[src/rtl/alu_sys_pkg.sv]
// Shared codes for the ALU command path: frame headers, sequencer state
// encoding and the ALU function unit-select field.
package alu_sys_pkg;

    localparam logic [7:0] CMD_ALU_OP  = 8'hCC;
    localparam logic [7:0] CMD_ALU_NOP = 8'hDD;

    localparam int STATE_W = 3;
    localparam logic [STATE_W-1:0] ST_IDLE     = 3'd0;
    localparam logic [STATE_W-1:0] ST_GET_A    = 3'd1;
    localparam logic [STATE_W-1:0] ST_GET_B    = 3'd2;
    localparam logic [STATE_W-1:0] ST_GET_FUN  = 3'd3;
    localparam logic [STATE_W-1:0] ST_ALU_RUN  = 3'd4;
    localparam logic [STATE_W-1:0] ST_ALU_WAIT = 3'd5;
    localparam logic [STATE_W-1:0] ST_SEND_LO  = 3'd6;
    localparam logic [STATE_W-1:0] ST_SEND_HI  = 3'd7;

    // ALU_FUN[3:2] selects the unit, ALU_FUN[1:0] the operation within it
    localparam logic [1:0] UNIT_ARITH = 2'b00;
    localparam logic [1:0] UNIT_LOGIC = 2'b01;
    localparam logic [1:0] UNIT_CMP   = 2'b10;
    localparam logic [1:0] UNIT_SHIFT = 2'b11;

endpackage

[src/rtl/alu_cmd_sequencer_if.sv]
// Bundle of RX, ALU and TX-FIFO signals around the command sequencer.
// master = the sequencer, slave = the surrounding RX/ALU/FIFO side.
interface alu_cmd_sequencer_if #(
    parameter int DATA_WIDTH = 8
);
    logic [DATA_WIDTH-1:0]   RX_P_DATA;
    logic                    RX_D_VLD;
    logic [2*DATA_WIDTH-1:0] ALU_OUT;
    logic                    OUT_VALID;
    logic                    FIFO_FULL;
    logic [DATA_WIDTH-1:0]   OP_A;
    logic [DATA_WIDTH-1:0]   OP_B;
    logic [3:0]              ALU_FUN;
    logic                    ALU_EN;
    logic                    CLK_GATE_EN;
    logic [DATA_WIDTH-1:0]   TX_P_DATA;
    logic                    TX_D_VLD;
    logic                    BUSY;

    modport master (
        input  RX_P_DATA, RX_D_VLD, ALU_OUT, OUT_VALID, FIFO_FULL,
        output OP_A, OP_B, ALU_FUN, ALU_EN, CLK_GATE_EN, TX_P_DATA, TX_D_VLD, BUSY
    );

    modport slave (
        output RX_P_DATA, RX_D_VLD, ALU_OUT, OUT_VALID, FIFO_FULL,
        input  OP_A, OP_B, ALU_FUN, ALU_EN, CLK_GATE_EN, TX_P_DATA, TX_D_VLD, BUSY
    );

endinterface

[src/rtl/alu_cmd_sequencer.sv]
// Parses ALU command frames from the RX byte stream, runs the ALU once per
// frame and streams the 16-bit result to the TX FIFO, low byte first.
module alu_cmd_sequencer
    import alu_sys_pkg::*;
#(
    parameter int DATA_WIDTH = 8,
    parameter logic [DATA_WIDTH-1:0] ALU_OP_CMD  = DATA_WIDTH'(CMD_ALU_OP),
    parameter logic [DATA_WIDTH-1:0] ALU_NOP_CMD = DATA_WIDTH'(CMD_ALU_NOP),
    parameter int TIMEOUT = 15
) (
    input logic CLK,
    input logic RST,
    alu_cmd_sequencer_if.master bus
);

    localparam int CNT_W = $clog2(TIMEOUT + 1);

    logic [STATE_W-1:0]      state;
    logic [STATE_W-1:0]      state_nxt;
    logic [DATA_WIDTH-1:0]   op_a;
    logic [DATA_WIDTH-1:0]   op_b;
    logic [3:0]              fun;
    logic [2*DATA_WIDTH-1:0] result;
    logic [CNT_W-1:0]        cnt;
    logic                    timed_out;

    assign timed_out = (cnt == CNT_W'(TIMEOUT - 1));

    always_comb begin
        state_nxt = state;
        case (state)
            ST_IDLE: begin
                if (bus.RX_D_VLD) begin
                    if (bus.RX_P_DATA == ALU_OP_CMD)       state_nxt = ST_GET_A;
                    else if (bus.RX_P_DATA == ALU_NOP_CMD) state_nxt = ST_GET_FUN;
                end
            end
            ST_GET_A:    if (bus.RX_D_VLD) state_nxt = ST_GET_B;
            ST_GET_B:    if (bus.RX_D_VLD) state_nxt = ST_GET_FUN;
            ST_GET_FUN:  if (bus.RX_D_VLD) state_nxt = ST_ALU_RUN;
            ST_ALU_RUN:  state_nxt = ST_ALU_WAIT;
            ST_ALU_WAIT: begin
                if (bus.OUT_VALID)  state_nxt = ST_SEND_LO;
                else if (timed_out) state_nxt = ST_IDLE;
            end
            ST_SEND_LO:  if (!bus.FIFO_FULL) state_nxt = ST_SEND_HI;
            ST_SEND_HI:  if (!bus.FIFO_FULL) state_nxt = ST_IDLE;
            default:     state_nxt = ST_IDLE;
        endcase
    end

    always_ff @(posedge CLK or negedge RST) begin
        if (!RST) begin
            state  <= ST_IDLE;
            op_a   <= '0;
            op_b   <= '0;
            fun    <= '0;
            result <= '0;
            cnt    <= '0;
        end else begin
            state <= state_nxt;
            if (state == ST_GET_A && bus.RX_D_VLD)   op_a <= bus.RX_P_DATA;
            if (state == ST_GET_B && bus.RX_D_VLD)   op_b <= bus.RX_P_DATA;
            if (state == ST_GET_FUN && bus.RX_D_VLD) fun  <= bus.RX_P_DATA[3:0];
            if (state == ST_ALU_WAIT && bus.OUT_VALID) result <= bus.ALU_OUT;
            // counter only runs while waiting, so every ALU_WAIT entry starts from zero
            if (state == ST_ALU_WAIT) cnt <= cnt + 1'b1;
            else                      cnt <= '0;
        end
    end

    assign bus.OP_A        = op_a;
    assign bus.OP_B        = op_b;
    assign bus.ALU_FUN     = fun;
    assign bus.ALU_EN      = (state == ST_ALU_RUN);
    assign bus.CLK_GATE_EN = (state == ST_ALU_RUN) || (state == ST_ALU_WAIT);
    assign bus.TX_P_DATA   = (state == ST_SEND_HI) ? result[2*DATA_WIDTH-1:DATA_WIDTH]
                                                   : result[DATA_WIDTH-1:0];
    assign bus.TX_D_VLD    = ((state == ST_SEND_LO) || (state == ST_SEND_HI)) && !bus.FIFO_FULL;
    assign bus.BUSY        = (state != ST_IDLE);

endmodule

[src/flat_wrapper.sv]
// flat-port wrapper written by rule: the top's interface ports become plain ports
module alu_cmd_sequencer_flat import alu_sys_pkg::*;
#(
    parameter int DATA_WIDTH = 8,
    parameter logic [DATA_WIDTH-1:0] ALU_OP_CMD  = DATA_WIDTH'(CMD_ALU_OP),
    parameter logic [DATA_WIDTH-1:0] ALU_NOP_CMD = DATA_WIDTH'(CMD_ALU_NOP),
    parameter int TIMEOUT = 15
)
  (CLK, RST, bus_RX_P_DATA, bus_RX_D_VLD, bus_ALU_OUT, bus_OUT_VALID, bus_FIFO_FULL, bus_OP_A, bus_OP_B, bus_ALU_FUN, bus_ALU_EN, bus_CLK_GATE_EN, bus_TX_P_DATA, bus_TX_D_VLD, bus_BUSY);
  alu_cmd_sequencer_if #(.DATA_WIDTH(DATA_WIDTH)) bus_i ();
  input logic CLK;
  input logic RST;
  input wire logic [$bits(bus_i.RX_P_DATA)-1:0] bus_RX_P_DATA;
  input wire logic [$bits(bus_i.RX_D_VLD)-1:0] bus_RX_D_VLD;
  input wire logic [$bits(bus_i.ALU_OUT)-1:0] bus_ALU_OUT;
  input wire logic [$bits(bus_i.OUT_VALID)-1:0] bus_OUT_VALID;
  input wire logic [$bits(bus_i.FIFO_FULL)-1:0] bus_FIFO_FULL;
  output wire logic [$bits(bus_i.OP_A)-1:0] bus_OP_A;
  output wire logic [$bits(bus_i.OP_B)-1:0] bus_OP_B;
  output wire logic [$bits(bus_i.ALU_FUN)-1:0] bus_ALU_FUN;
  output wire logic [$bits(bus_i.ALU_EN)-1:0] bus_ALU_EN;
  output wire logic [$bits(bus_i.CLK_GATE_EN)-1:0] bus_CLK_GATE_EN;
  output wire logic [$bits(bus_i.TX_P_DATA)-1:0] bus_TX_P_DATA;
  output wire logic [$bits(bus_i.TX_D_VLD)-1:0] bus_TX_D_VLD;
  output wire logic [$bits(bus_i.BUSY)-1:0] bus_BUSY;
  assign bus_i.RX_P_DATA = bus_RX_P_DATA;
  assign bus_i.RX_D_VLD = bus_RX_D_VLD;
  assign bus_i.ALU_OUT = bus_ALU_OUT;
  assign bus_i.OUT_VALID = bus_OUT_VALID;
  assign bus_i.FIFO_FULL = bus_FIFO_FULL;
  assign bus_OP_A = bus_i.OP_A;
  assign bus_OP_B = bus_i.OP_B;
  assign bus_ALU_FUN = bus_i.ALU_FUN;
  assign bus_ALU_EN = bus_i.ALU_EN;
  assign bus_CLK_GATE_EN = bus_i.CLK_GATE_EN;
  assign bus_TX_P_DATA = bus_i.TX_P_DATA;
  assign bus_TX_D_VLD = bus_i.TX_D_VLD;
  assign bus_BUSY = bus_i.BUSY;
  alu_cmd_sequencer #(.DATA_WIDTH(DATA_WIDTH), .ALU_OP_CMD(ALU_OP_CMD), .ALU_NOP_CMD(ALU_NOP_CMD), .TIMEOUT(TIMEOUT)) u_core (.CLK(CLK), .RST(RST), .bus(bus_i));
endmodule
[config.mk]
export PLATFORM = sky130hd
export DESIGN_NAME = alu_cmd_sequencer_flat
export DESIGN_NICKNAME = d
export VERILOG_FILES = /design/src/rtl/alu_sys_pkg.sv /design/src/rtl/alu_cmd_sequencer_if.sv /design/src/rtl/alu_cmd_sequencer.sv /design/src/flat_wrapper.sv
export SDC_FILE = /design/constraint.sdc
export NUM_CORES = 1
export LEC_CHECK = 0
export BUFFER_PORTS_ARGS = -buffer_cell sky130_fd_sc_hd__buf_4
export CAP_MARGIN = 20
export CORE_ASPECT_RATIO = 1.1
export CORE_UTILIZATION = 54
export CTS_BUF_LIST = sky130_fd_sc_hd__clkbuf_8 sky130_fd_sc_hd__clkbuf_16
export DETAILED_ROUTE_END_ITERATION = 7
export PLACE_DENSITY = 0.84
export SLEW_MARGIN = 20
export SYNTH_ARGS = -nofsm -noshare
export SYNTH_HDL_FRONTEND = slang
export SYNTH_SLANG_ARGS = --single-unit
[constraint.sdc]
create_clock -name CLK -period 2.96 [get_ports CLK]
set_clock_uncertainty 0.15 [all_clocks]
set_input_delay 0.592 -clock CLK [delete_from_list [all_inputs] [get_ports CLK]]
set_output_delay 0.592 -clock CLK [all_outputs]
set_load 0.02 [all_outputs]
After elaboration in Yosys (flattened, before gate mapping)
Cells that the tools add are included.
- register bits after elaboration: 43
- input bits: 29
- add/subtract/negate cells: 1
- eq/ne operators: 18
- muxes and demuxes: 13
- reduce and logical (&&, ||, !) cells: 11
- operator list (cell ; count):
    $mux 3 ; 10
    $pmux 3 s8 ; 1
    $eq 8x8->1 const B ; 2
    $eq 3x3->1 const B ; 4
    $ne 2x2->1 const B ; 6
    $mux 8 ; 1
    $reduce_and 8->1 ; 1
    $eq 3x2->1 const B ; 2
    $logic_and 1x1->1 ; 5
    $add 4x1->4 const B ; 1
    $eq 4x4->1 const B ; 1
    $mux 4 ; 1
    $eq 3x1->1 const B ; 1
    $logic_not 3->1 ; 1
    $ne 3x1->1 const B ; 1
    $ne 3x2->1 const B ; 1
    $reduce_bool 3->1 ; 1
    $logic_or 1x1->1 ; 2
    $logic_not 1->1 ; 1

Longest topological paths before layout
Gate-level depths: netlist of the first run.
- depth in word-level cells: 5
- gate-level depth with buffers: 6

Worst setup path before layout of the first run
OpenSTA, ideal clock, no wires.
- kind: reg2out
- start: reg u_core.state[0]
- end: out bus_TX_P_DATA[0]
- arrival: 1138 ps
- data required time: 2218 ps
- setup slack: 1080 ps
- stages on the path, launching flop included: 4
- path buffers: 1
- path through: dfrtp_1 buf_4 nand3_2 mux2_2
- cells in the longest elaborated chain, start to end: 2
- RTL lines (what ; line ; source):
    from (decl) ; alu_cmd_sequencer.sv:18 ; logic [STATE_W-1:0] state;
    from (signal assigned) ; alu_cmd_sequencer.sv:61 ; state <= state_nxt;
    $eq 3x3->1 ; alu_cmd_sequencer.sv:77 ; assign bus.TX_P_DATA = (state == ST_SEND_HI) ? result[2*DATA_WIDTH-1:DATA_WIDTH]
    $mux 8 ; alu_cmd_sequencer.sv:77 ;
    to (decl) ; flat_wrapper.sv:23 ; output wire logic [$bits(bus_i.TX_P_DATA)-1:0] bus_TX_P_DATA;
No other way between the ends.

Worst setup path in the final report of the first run
Same ends and word-level chain as after synthesis.

==> impl_metrics.tcl, run 1 <==
set metrics [dict create \
    outcome "finished clean" \
    rr_startpoint "u_core.state[2]" \
    cts.sinks 43 \
    cp_max_fo 13 \
    ant_nets 0 \
    relSlewSlack 0.653 \
    drt-met1-wl_um 1530 \
    final_hold_viol_count 0 \
    dr_total_vias 1306 \
    p_seq_frac 0.394 \
    die_area_sq_um 3900 \
    vias_per_cell 5.27 \
    layout_commonest_cell "buf_4" \
    gp_congestion 0.863 \
    nFillCells 254 \
    grt_max_degree 44 \
    ys_warn_count 0 \
    cts_buffer_depth 2 \
    min_period_ns 2.52 \
    wl_per_cell_um 15.6 \
    start_kind "flop" \
    synth_cells 137 \
    drc 0 \
    synth_compound_gate_area_share 0.0380 \
    drv_slew 0 \
    core_area_sq_um 3410 \
    grt-ovfl-total 0 \
    p_sw_w 0.000998 \
    antenna_cells 0 \
    wl_um 3860 \
    max_freq_ghz 0.397 \
    ctsRootBufferMaster "clkbuf_8" \
    synth_top_family_by_area "multiplexers" \
    cts_tree "built" \
    drt-pass1-iter-count 4 \
    peakVddDrop_mv 0.539 \
    postLayoutCoreUtil 0.740 \
    rrSetupSlack_ns 1.11 \
    p_leak_nw 1.23 \
    fp.dieH_um 65.4 \
    synth_top_flop_cell "dfrtp_1" \
    synth_fp_nets 168 \
    synth_xor_area_frac 0.0133 \
    hold_class "in2async" \
    r2r_end "u_core.bus.OP_A[5]" \
    synth_edf_count 0 \
    antenna_found_initial 0 \
    grt_pass1_vias 1352 \
    ios 61 \
    start_util 0.579 \
    period_share 0.851 \
    ff_latch_area_sq_um 1080 \
    cts_hold_buf 0 \
    p_per_area_nw_per_um2 1070 \
    post-cts-setup-buffer-count 0 \
    ys_types 29 \
    ys_ff_latch 43 \
    setup-tns-final_ns 0 \
    port_buffers 60 \
    ys_seq_area_frac 0.545 \
    cp_data_required_time_ns 2.22 \
    async_flop_share 1.00 \
    routed.top_layer "met4" \
    critPathKind "reg2out" \
    sw_frac_of_total 0.370 \
    wl_met2_um 2030 \
    cts_buffers 5 \
    rows 22 \
    r2r_cells 3 \
    setup_violations 0 \
    maxCapViolations 0 \
    arrival_ns 1.78 \
    postSynthAreaPerCell_sq_um 14.4 \
    drive_gt1_frac 0.585 \
    die_w_um 59.7 \
    syn-cell-area_sq_um 1980 \
    htree_levels 2 \
    synthAdderAreaFrac 0.0127 \
    holdWs_ns 0.119 \
    grt_pass1_wl_um 6310 \
    finalPower_w 0.00270 \
    worstSetupEndpointType "output port" \
    clk_pin_slew_ns 0.07 \
    rsz0062_at_grt "no" \
    insertion_delay_ns 0.29 \
    internal_power_w 0.00170 \
    dp_hpwl_um 2920 \
    layout.cells.most_common_list "60 x buf_4, 43 x dfrtp_1, 34 x mux2_2" \
    ctsResizeCount 0 \
    comb_power_share 0.481 \
    area_delta_synth_final_pct 27.9 \
    yosys.area_share.simple 0.0912 \
    grt_usage 0.226 \
    clockPowerShare 0.125 \
    multiInputGateArea_sq_um 840 \
    routed-wl-met3_um 226 \
    tightest_slew_ns 0.521 \
    finalNetCount 230 \
    muxShareOfSynthArea 0.270 \
    drtIter0Drc 43 \
]
[sequential cells by signal, summed over array words and instances, names as in the netlist]
register            count
u_core.bus.OP_A         8
u_core.cnt              4
u_core.bus.ALU_FUN      4
u_core.state            3
u_core.bus.OP_B         8
u_core.result          16
[routing by layer]
| layer | track usage | up-vias |
|---|---|---|
| met3 | 0.0669 | 8 |
| li1 | - | 613 |
| met5 | 0 | - |
| met4 | 0.116 | 0 |
| met2 | 0.371 | 50 |
| met1 | 0.265 | 635 |
[synthesized netlist by cell type, drive strengths merged (2+ instances only)]
| cell type | n | area (sq um) |
|---|---|---|
| and3 | 3 | 18.8 |
| nand3 | 4 | 37.5 |
| o21ai | 3 | 15.0 |
| dfrtp | 43 | 1080 |
| ha | 2 | 25.0 |
| nor2 | 4 | 15.0 |
| inv | 5 | 18.8 |
| xnor2 | 2 | 17.5 |
| mux2 | 44 | 533 |
| nand2 | 4 | 15.0 |
| buf | 5 | 41.3 |
| a221oi | 2 | 17.5 |
| nor2b | 3 | 26.3 |
| nor3 | 4 | 31.3 |
[how the worst max path moves through the flow]
stage                               start               end  cells past startpoint
after floorplan           u_core.state[0]  bus_TX_P_DATA[0]                      3
final                     u_core.state[0]  bus_TX_P_DATA[0]                      3
after global routing      u_core.state[0]  bus_TX_P_DATA[2]                      3
after global placement    u_core.state[0]  bus_TX_P_DATA[4]                      3
after detailed placement  u_core.state[0]  bus_TX_P_DATA[0]                      3
after CTS                 u_core.state[0]  bus_TX_P_DATA[0]                      3
[layout make-up]
| cell class | count | area share |
|---|---|---|
| Clock buffer | 5 | 0.0272 |
| Clock inverter | 3 | 0.00495 |
| Inverter | 5 | 0.00743 |
| Multi-Input combinational cell | 84 | 0.332 |
| Sequential cell | 43 | 0.426 |
| Tap cell | 48 | 0.0238 |
| Timing Repair Buffer | 60 | 0.178 |
[per-stage QoR]
| stage | instance area (sq um) | setup WS (ns) | std cells |
|---|---|---|---|
| 5_1_grt | 2530 | 0.329 | 248 |
| 6_report | 2530 | 0.441 | 248 |
| 3_3_place_gp | 2440 | 0.847 | 240 |
| 4_1_cts | 2530 | 0.431 | 248 |
| 3_5_place_dp | 2440 | 0.767 | 240 |
| 2_1_floorplan | 1980 | 1.08 | 137 |
[critical path, cell delays in order (launching register included)]
cell and delay, ns:
dfrtp_1 0.67, nand3_2 0.30, mux2_2 0.36, buf_4 0.16
[logic make-up (layout without fill, tap and decap cells)]
logic type	after synthesis	after routing
multiplexers	44	44
flip-flops	43	43
AND/OR/NAND/NOR	26	26
buffers and inverters	10	73
AO/OA/AOI/OAI	9	9
XOR/XNOR	3	3
adder cells (fa/ha/maj)	2	2
[power by group through the flow]
| stage | registers, W | logic, W | clock network (W) |
|---|---|---|---|
| 6_report | 0.00106 | 0.00130 | 0.000336 |
| 5_1_grt | 0.00110 | 0.00138 | 0.000378 |
| 4_1_cts | 0.00107 | 0.00131 | 0.000347 |
| 3_5_place_dp | 0.00107 | 0.00131 | 0 |
| 3_3_place_gp | 0.00105 | 0.00126 | 0 |
| 2_1_floorplan | 0.00115 | 0.000734 | 0 |
No activity file was read; power rests on OpenSTA's default activity.
==> run 2: changes to the inputs <==
--- a/config.mk
+++ b/config.mk
@@ -7,11 +7,13 @@
 export LEC_CHECK = 0
 export BUFFER_PORTS_ARGS = -buffer_cell sky130_fd_sc_hd__buf_4
 export CAP_MARGIN = 20
+export CELL_PAD_IN_SITES_DETAIL_PLACEMENT = 0
+export CELL_PAD_IN_SITES_GLOBAL_PLACEMENT = 1
 export CORE_ASPECT_RATIO = 1.1
-export CORE_UTILIZATION = 54
+export CORE_UTILIZATION = 43
 export CTS_BUF_LIST = sky130_fd_sc_hd__clkbuf_8 sky130_fd_sc_hd__clkbuf_16
 export DETAILED_ROUTE_END_ITERATION = 7
-export PLACE_DENSITY = 0.84
+export PLACE_DENSITY_LB_ADDON = 0.1
 export SLEW_MARGIN = 20
 export SYNTH_ARGS = -nofsm -noshare
 export SYNTH_HDL_FRONTEND = slang
==> run 2 against run 1 <==
- core utilization shrank 16 points
- worst setup slack improved by 0.031 ns
- clock-buffer cell count unchanged
- sequential power about the same
- first-iteration DRC count grew 150%
- critical path type unchanged
- largest power group unchanged
- highest routed layer unchanged
==> impl_metrics.tcl, run 2 (synthesis gave the netlist of run 1 again) <==
set metrics [dict create \
    outcome "finished clean" \
    antenna_cells 0 \
    wl_um 3780 \
    cp_max_fo 13 \
    tightest_slew_ns 0.525 \
    final_hold_viol_count 0 \
    clk_pin_slew_ns 0.07 \
    pre_cts_slack_ns 0.773 \
    cts_buffers 5 \
    setup-tns-final_ns 0 \
    die_area_sq_um 4870 \
    drtIter0Drc 107 \
    vias_per_cell 5.01 \
    relSlewSlack 0.650 \
    grt_pass1_vias 1305 \
    peakVddDrop_mv 0.489 \
    r2r_cells 3 \
    drv_slew 0 \
    worstSetupEndpointType "output port" \
    period_share 0.840 \
    grt_usage 0.175 \
    cts_buffer_depth 2 \
    grt_pass1_wl_um 6200 \
    drc 0 \
    htree_levels 2 \
    port_buffers 60 \
    routed-wl-met3_um 217 \
    hold_class "in2async" \
    fp.dieH_um 73.1 \
    routed.top_layer "met4" \
    rsz0062_at_grt "no" \
    cts_tree "built" \
    max_freq_ghz 0.402 \
    area_delta_synth_final_pct 28.4 \
    dr_total_vias 1273 \
    min_period_ns 2.49 \
    wl_met2_um 1830 \
    layout_setup_ws_ns 0.472 \
    p_leak_nw 1.23 \
    cts.sinks 43 \
    crit_path_start "u_core.state[0]" \
    setup_violations 0 \
    arrival_ns 1.75 \
    layout_commonest_cell "buf_4" \
    grt_max_degree 44 \
    start_kind "flop" \
    start_util 0.454 \
    crit_end "bus_TX_P_DATA[0]" \
    gp_congestion 0.761 \
    insertion_delay_ns 0.29 \
    die_w_um 66.6 \
    critPathKind "reg2out" \
    antenna_found_initial 0 \
    rrSetupSlack_ns 1.13 \
    drt-pass1-iter-count 4 \
    ctsResizeCount 0 \
    post-cts-setup-buffer-count 0 \
    rows 25 \
    cts_hold_buf 0 \
    largest_reg_flops 16 \
    cp_data_required_time_ns 2.22 \
    rr_startpoint "u_core.state[2]" \
    drt-met1-wl_um 1700 \
    ctsRootBufferMaster "clkbuf_8" \
    grt-ovfl-total 0 \
    ant_nets 0 \
    ios 61 \
    layout.cells.most_common_list "60 x buf_4, 43 x dfrtp_1, 34 x mux2_2" \
    top_register "u_core.result" \
    maxCapViolations 0 \
    core_area_sq_um 4350 \
    finalNetCount 230 \
    dp_hpwl_um 2770 \
    drive_gt1_frac 0.590 \
    r2r_end "u_core.bus.OP_A[4]" \
    wl_per_cell_um 14.9 \
    p_per_area_nw_per_um2 1060 \
]
[run 2: area by class of cell]
class / count / area, sq um
clock buffer: 5 / 68.8
clock inverter: 3 / 16.3
fill: 350 / 1810
inverter: 5 / 18.8
multi-input combinational: 84 / 840
sequential: 43 / 1080
tap: 54 / 67.6
timing repair buffer: 60 / 450
[run 2: routing by layer]
layer  vias up  GRT usage
li1        608          -
met1       627      0.229
met2        33      0.265
met3         5     0.0609
met4         0     0.0662
met5         -          0
[run 2: how the worst min path moves through the flow]
| stage | from | slack [ns] | to | depth (start not counted) |
|---|---|---|---|---|
| floorplan | RST | 0.15 | u_core.bus.ALU_FUN[0] | 0 |
| global placement | u_core.cnt[0] | 0.33 | u_core.cnt[0] | 1 |
| detailed placement | u_core.cnt[0] | 0.34 | u_core.cnt[0] | 1 |
| CTS | RST | 0.14 | u_core.bus.ALU_FUN[0] | 1 |
| global route | RST | 0.16 | u_core.result[7] | 1 |
| finish | RST | 0.12 | u_core.result[7] | 1 |
[run 2: report_power, final]
part           total [W]  switching [W]  internal [W]
clock network   0.000353       0.000191      0.000161
logic            0.00129       0.000604      0.000683
registers        0.00106       0.000203      0.000857
[run 2: worst max-delay path: stages (launching register included)]
cell and delay (ns):
dfrtp_1 0.65, nand3_2 0.29, mux2_2 0.35, buf_4 0.16
[run 2: stage by stage]
stage / area [sq um] / instances / power, W / hold WS [ns] / utilization
after floorplan: 1980 / 137 / 0.00189 / 0.146 / -
after global placement: 2450 / 246 / 0.00233 / 0.325 / 0.564
after detailed placement: 2450 / 246 / 0.00237 / 0.338 / 0.564
after CTS: 2540 / 254 / 0.00273 / 0.144 / 0.584
after global routing: 2540 / 254 / 0.00287 / 0.160 / 0.584
final: 2540 / 254 / 0.00270 / 0.118 / 0.584
